## config.mk

```make
export PLATFORM = sky130hd
export DESIGN_NAME = stopwatch_display
export DESIGN_NICKNAME = d
export VERILOG_FILES = /design/src/rtl/stopwatch_display.sv
export SDC_FILE = /design/constraint.sdc
export NUM_CORES = 1
export LEC_CHECK = 0
export CAP_MARGIN = 25
export CORE_MARGIN = 3
export CORE_UTILIZATION = 63
export DETAILED_ROUTE_END_ITERATION = 7
export MAX_ROUTING_LAYER = met4
export PLACE_DENSITY = 0.9
export SLEW_MARGIN = 40
export SYNTH_ARGS = -nofsm -noshare
export SYNTH_HDL_FRONTEND = slang
export SYNTH_SLANG_ARGS = --single-unit
```

## constraint.sdc

```tcl
create_clock -name clk -period 7.55 [get_ports clk]
set_input_delay 0.755 -clock clk [delete_from_list [all_inputs] [get_ports clk]]
set_output_delay 0.755 -clock clk [all_outputs]
set_load 0.005 [all_outputs]
```

## src/rtl/stopwatch_display.sv

```systemverilog
// Four-digit multiplexed seven-segment driver for the stopwatch, shown as MM.SS.
// Binary minutes/seconds are synchronised, snapshotted once per scan frame,
// split into BCD digit pairs and scanned with a blank cycle at every slot start.
// In adjust mode the selected digit pair blinks.
module stopwatch_display #(
  parameter int REFRESH_DIV  = 100000,
  parameter int BLINK_DIV    = 25000000,
  parameter bit COMMON_ANODE = 1'b1
) (
  input  logic       clk,
  input  logic       rst,
  input  logic [5:0] mins,
  input  logic [5:0] secs,
  input  logic       adj,
  input  logic       sel,
  output logic [3:0] an,
  output logic [6:0] seg,
  output logic       dp
);

  localparam int RW = (REFRESH_DIV > 1) ? $clog2(REFRESH_DIV) : 1;
  localparam int BW = (BLINK_DIV > 1) ? $clog2(BLINK_DIV) : 1;

  // Scan slots in display order from the right; slot index doubles as digit position.
  typedef enum logic [1:0] {
    SLOT_SEC_ONES = 2'd0,
    SLOT_SEC_TENS = 2'd1,
    SLOT_MIN_ONES = 2'd2,
    SLOT_MIN_TENS = 2'd3
  } slot_t;

  slot_t slot_q, slot_d;

  logic [5:0]    mins_m, mins_s, secs_m, secs_s;
  logic          adj_m, adj_s, sel_m, sel_s;
  logic [RW-1:0] rcnt;
  logic          tick;
  logic [BW-1:0] bcnt;
  logic          phase;
  logic [5:0]    snap_min, snap_sec;
  logic          load_pending;

  logic [5:0] val;
  logic       illegal;
  logic [3:0] digit;
  logic [6:0] seg_n;
  logic [3:0] an_n;
  logic       hide;
  logic       blank;

  // Binary -> BCD for values 0..59; callers handle 60..63 separately.
  function automatic logic [3:0] tens_of(input logic [5:0] v);
    return 4'(v / 6'd10);
  endfunction

  function automatic logic [3:0] ones_of(input logic [5:0] v);
    return 4'(v % 6'd10);
  endfunction

  // Active-high segment pattern {g,f,e,d,c,b,a}.
  function automatic logic [6:0] seg_of(input logic [3:0] d);
    logic [6:0] s;
    case (d)
      4'd0:    s = 7'h3F;
      4'd1:    s = 7'h06;
      4'd2:    s = 7'h5B;
      4'd3:    s = 7'h4F;
      4'd4:    s = 7'h66;
      4'd5:    s = 7'h6D;
      4'd6:    s = 7'h7D;
      4'd7:    s = 7'h07;
      4'd8:    s = 7'h7F;
      4'd9:    s = 7'h6F;
      default: s = 7'h40;
    endcase
    return s;
  endfunction

  // Two-flop synchronisers; left unreset so they carry live values through reset.
  always_ff @(posedge clk) begin
    mins_m <= mins;
    mins_s <= mins_m;
    secs_m <= secs;
    secs_s <= secs_m;
    adj_m  <= adj;
    adj_s  <= adj_m;
    sel_m  <= sel;
    sel_s  <= sel_m;
  end

  // Refresh divider: one tick per digit slot.
  always_ff @(posedge clk or posedge rst) begin
    if (rst)       rcnt <= '0;
    else if (tick) rcnt <= '0;
    else           rcnt <= rcnt + 1'b1;
  end

  assign tick  = (rcnt == RW'(REFRESH_DIV - 1));
  assign blank = (rcnt == '0);

  // Slot index register.
  always_ff @(posedge clk or posedge rst) begin
    if (rst) slot_q <= SLOT_SEC_ONES;
    else     slot_q <= slot_d;
  end

  // Slot sequencing: advance on each refresh tick, wrapping after minutes tens.
  always_comb begin
    slot_d = slot_q;
    if (tick) begin
      case (slot_q)
        SLOT_SEC_ONES: slot_d = SLOT_SEC_TENS;
        SLOT_SEC_TENS: slot_d = SLOT_MIN_ONES;
        SLOT_MIN_ONES: slot_d = SLOT_MIN_TENS;
        default:       slot_d = SLOT_SEC_ONES;
      endcase
    end
  end

  // Frame snapshot: taken on entry to slot 0 and once right after reset.
  always_ff @(posedge clk or posedge rst) begin
    if (rst) begin
      snap_min     <= '0;
      snap_sec     <= '0;
      load_pending <= 1'b1;
    end else begin
      load_pending <= 1'b0;
      if (load_pending || (tick && slot_q == SLOT_MIN_TENS)) begin
        snap_min <= mins_s;
        snap_sec <= secs_s;
      end
    end
  end

  // Blink timebase: free-runs only in adjust mode, otherwise parked visible.
  always_ff @(posedge clk or posedge rst) begin
    if (rst) begin
      bcnt  <= '0;
      phase <= 1'b0;
    end else if (!adj_s) begin
      bcnt  <= '0;
      phase <= 1'b0;
    end else if (bcnt == BW'(BLINK_DIV - 1)) begin
      bcnt  <= '0;
      phase <= ~phase;
    end else begin
      bcnt  <= bcnt + 1'b1;
    end
  end

  // Next display word for the current slot: digit decode, blanking and blink masking.
  always_comb begin
    val     = slot_q[1] ? snap_min : snap_sec;
    illegal = (val > 6'd59);
    digit   = slot_q[0] ? tens_of(val) : ones_of(val);
    seg_n   = illegal ? 7'h40 : seg_of(digit);
    hide    = adj_s && phase && (slot_q[1] == ~sel_s);
    an_n    = (blank || hide) ? 4'b0000 : (4'b0001 << slot_q);
  end

  // Output registers with polarity applied; the decimal point follows slot 2's anode.
  always_ff @(posedge clk or posedge rst) begin
    if (rst) begin
      an  <= {4{COMMON_ANODE}};
      seg <= {7{COMMON_ANODE}};
      dp  <= COMMON_ANODE;
    end else begin
      an  <= an_n ^ {4{COMMON_ANODE}};
      seg <= seg_n ^ {7{COMMON_ANODE}};
      dp  <= an_n[2] ^ COMMON_ANODE;
    end
  end

endmodule

```

Word-level counts from Yosys, hierarchy flattened
Memory sizes are Yosys's and may differ from the RTL's.
Cells that the tools add are included.
{ "op_classes": {"n_addsub": 2, "div_mod_pow": 2, "magnitude_cmp": 1, "n_eq_ne": 7, "shifts": 1, "mux": 10, "bitwise_logic": 5, "reduce_logical": 7} }
{ "ops": {"columns": ["operator", "count"], "rows": [
  ["$mux 25", 2],
  ["$add 25x1->25 const B", 1],
  ["$eq 25x25->1 const B", 1],
  ["$add 17x1->17 const B", 1],
  ["$eq 17x17->1 const B", 1],
  ["$logic_not 17->1", 1],
  ["$mux 17", 1],
  ["$mux 4", 2],
  ["$mux 7", 1],
  ["$not 7->7", 1],
  ["$div 6x4->6 const B", 1],
  ["$gt 6x6->1 const B", 1],
  ["$mod 6x4->6 const B", 1],
  ["$mux 6", 1],
  ["$pmux 2 s3", 1],
  ["$eq 2x2->1 const B", 2],
  ["$not 4->4", 1],
  ["$shl 1x2->4 const A", 1],
  ["$logic_and 1x1->1", 3],
  ["$not 1->1", 3],
  ["$eq 2x1->1 const B", 1],
  ["$logic_not 2->1", 1],
  ["$logic_or 1x1->1", 2],
  ["$mux 1", 2],
  ["2 further kinds", 2]
]} }
{ "totals": {"reg_bits": 98, "rom_bits": 112, "input_bits": 16, "out_inout_bits": 12, "elab_cells": 54, "n_memories": 1} }
{ "mem_list": {"columns": ["memory", "words", "word_bits", "read_ports", "rd_clocked_by_memory_dff", "wr", "line", "text"], "rows": [
  ["(name not given)", 16, 7, 1, 0, 0, "63", "case (d)"]
]} }

Longest topological paths before layout
{ "depth": {"depth_word": 6, "depth_mapped": 17, "depth_no_buf": 15} }

Worst setup path after synthesis
No wires, ideal clock.
{ "synth_path": {"path_kind": "reg-to-reg", "startpoint": "register slot_q[1]", "endpoint": "register seg[5]", "setup_ps": 62, "arrival_ps": 3862, "required_time_ps": 7488, "setup_slack_ps": 3626, "path_stages_with_launch": 16, "n_path_buf": 1, "synth_period_minus_slack_ps": 3924, "path_cell_list": "dfrtp_1 mux2_4 inv_1 buf_2 ha_1 or4_1 a21oi_1 nor2_1 a211o_1 o21ai_0 inv_1 ha_1 or4_1 a21oi_1 or4_1 and3_1"} }
{ "synth_between": {"elab_chain_cells": 6, "word_cells_on_any_way": 8, "classes_between": "div: 2; order compare: 1; mux: 3; bitwise: 1; memory: 1"} }
{ "synth_rtl": {"columns": ["element", "line", "text"], "rows": [
  ["start, declared", "32", "slot_t slot_q, slot_d;"],
  ["start signal, assigned", "104", "else slot_q <= slot_d;"],
  ["$mux 6 (*)", "153", "val = slot_q[1] ? snap_min : snap_sec;"],
  ["$mod 6x4->6 / $div 6x4->6 (equally long branches)", "57, 53", null],
  ["$mux 4", "155", "digit = slot_q[0] ? tens_of(val) : ones_of(val);"],
  ["$mem_v2 16x7", null, null],
  ["$mux 7 (*)", "156", "seg_n = illegal ? 7'h40 : seg_of(digit);"],
  ["$not 7->7 (no line) (*)", null, null],
  ["end signal, assigned", "165", "seg <= {7{COMMON_ANODE}};"],
  ["end signal, assigned", "169", "seg <= seg_n ^ {7{COMMON_ANODE}};"],
  ["end, declared", "17", "output logic [6:0] seg,"]
]} }
Every way passes the cells marked *; elsewhere a longest branch is shown, timed or not.
A chain may end at the register's enable or synchronous reset.

Worst setup path after layout
Ends and elaborated chain as after synthesis.

==> metrics.cfg <==
[status]
outcome=complete, no violations

[synth]
yosysSeqAreaShare=0.521
synth_most_common_cell=dfrtp_1
synth_edf_count=0
synth_ff_type=dfrtp_1
syn_inst=414
synth_top_area_frac=0.322
synthTopCellsByArea=dfrtp_1, dfxtp_1, dfstp_2
yosysTopAreaCell=dfrtp_1
async_reset_ff_frac=0.711
synth_area_um2=4420
synth.avg_cell_area_um2=10.7
synth_cell_type_count=60
ys_warn_count=0
synth-seq-cells=97
syn-num-nets=443
synth_common_cells=dfrtp_1, nor2_1, dfxtp_1

[global_route]
globalRouteOverflowTotal=0
grt_pass1_vias=2959
grt.total_usage=0.207
grt_pass1_wl_mm=13.4
grt_max_degree=70
grt_antenna_before_repair=0

[routing]
first_iter_violations=180
vias_per_cell=5.75
dr_total_vias=3091
dr.pass1.iters=4
antenna_left=0
avgRoutedWirePerCell_um=14.4
wl_mm=7.74
drc=0

[critical_path]
cp-end-kind=flip-flop
arrival_ns=5.02
crit_required_ns=7.86
r2r-start=slot_q[1]$_DFFE_PP0N_
start_kind=flip-flop
crit_type=flip-flop to flip-flop
startpoint=slot_q[1]$_DFFE_PP0N_
path_max_fanout=15

[clocking]
holdBufCountCts=0
root_buffer=clkbuf_8
cts_buffer_depth=2
cts-htree-levels=3
cts_sinks=97
clkLatencyLatePin_ns=0.36
clk_pin_slew_ns=0.10
cts_setup_buffers=0
cts_made_buffers=9
tritoncts=done
cts_resized=0

[finish]
drive_gt1_frac=0.142
fin_area_um2=4960
nNetsFinal=469
diodes=0
syn2layout_area_growth_pct=12.2

[timing]
rsz0062_at_grt=false
tns_ns=0
fin_crit_ns=4.71
skew_ns=0.0110
hold_violations=0
tightestPinTransition_ns=0.733
drv_slew=0
setup_viol=0
timing.fmax_ghz=0.212
finalCritPeriodShare=0.624
max_slew_margin=0.501

[pwr]
cellLeakagePower_uw=0.00211
ir_drop_v=0.000194
p_per_area_nw_per_um2=218

[hold_path]
hp-class=flip-flop to flip-flop
hp-start=mins_m[1]$_DFF_P_

[floorplan]
dieArea_um2=8060
pin_count=28
core_area_um2=6570
start_util=0.673
die_h_um=89.8
std_cell_rows=29
dieWidth_um=89.8

[run]
max_cap_viol_count=0

[placement]
globalplace.congestion=0.944
io_buffers=27
post_dp_cell_area_um2=4780
dp_hpwl_mm=5.44

[report_power, final]
| part | switching, µW | internal [µW] | leakage [µW] | total [µW] |
|---|---|---|---|---|
| Clock | 192 | 126 | 0.0000979 | 318 |
| Combinational | 97.7 | 93.4 | 0.000893 | 191 |
| Sequential | 12.6 | 560 | 0.00111 | 573 |
[state kept, by name, summed over array words and instances, names as in the netlist, 4 cells and up]
register	count
an	4
bcnt	25
mins_m	6
mins_s	6
rcnt	17
secs_m	6
secs_s	6
seg	7
snap_min	6
snap_sec	6
[area by class of cell]
type	instances	area (µm²)
clock buffer	9	124
clock inverter	7	60.1
fill	454	1600
inverter	13	51.3
multi-input combinational	290	2020
sequential	97	2300
tap	93	116
timing repair buffer	29	289
[metal layers]
metal / vias to the layer above / global-route usage / share of wire
li1: 1500 / - / -
met1: 1488 / 0.280 / 0.46
met2: 88 / 0.320 / 0.48
met3: 15 / 0.0367 / 0.045
met4: 0 / 0.0715 / 0.015
met5: - / - / 0
[placed cells by master (no fill, tap or decap), drive strengths merged, types with 6 or more instances in the layout]
master	instances
clkbuf	9
xnor2	17
nand4	8
nor2	43
inv	17
or4	7
xor2	22
o21ai	13
nor3	7
a21oi	10
nor2b	6
nand2	27
ha	13
mux2	17
dfrtp	57
clkdlybuf4s50	27
dfstp	12
and3	11
nand3	24
dfxtp	28
[worst max-delay path, cell delays in order (launching register included)]
cell,delay [ns]
dfrtp_1,0.74
mux2_4,0.41
inv_1,0.33
ha_1,0.37
or4_1,0.52
a21oi_1,0.27
nor2_1,0.12
a211o_1,0.30
o21ai_0,0.20
inv_1,0.18
ha_1,0.25
or4_1,0.53
a21oi_1,0.14
or4_1,0.12
and3_1,0.14
[worst paths after layout]
check,to,slack [ns],cells past startpoint
hold / removal,mins_s[1]$_DFF_P_,0.33,0
min in group asynchronous,bcnt[12]$_DFF_PP0_,0.85,3
hold reg to reg,mins_s[1]$_DFF_P_,0.33,0
setup / recovery,seg[5]$_DFF_PP1_,2.84,14
setup reg to reg,seg[5]$_DFF_PP1_,2.84,14
max in group asynchronous,snap_sec[3]$_DFFE_PP0P_,6.30,3
[kinds of logic after synthesis]
kind of cell               synth area share
and+or+nand+nor                       0.195
buffers and inverters                0.0263
AOI/OAI and AO/OA                    0.0863
other                              0.000848
DFF                                   0.521
adders and majority gates            0.0368
xor gates and xnor gates             0.0772
muxes                                0.0571
[stage by stage]
| stage | hold slack (ns) | cells | total power (µW) | setup slack, ns | util |
|---|---|---|---|---|---|
| 2_1_floorplan | 0.310 | 414 | 705 | 3.63 | - |
| 3_3_place_gp | 0.310 | 522 | 767 | 3.16 | 0.726 |
| 3_5_place_dp | 0.312 | 522 | 773 | 2.96 | 0.727 |
| 4_1_cts | 0.334 | 538 | 1090 | 2.93 | 0.755 |
| 5_1_grt | 0.335 | 538 | 1130 | 2.52 | 0.756 |
| 6_report | 0.333 | 538 | 1080 | 2.84 | 0.756 |
Power figures use the tool's default switching activity.
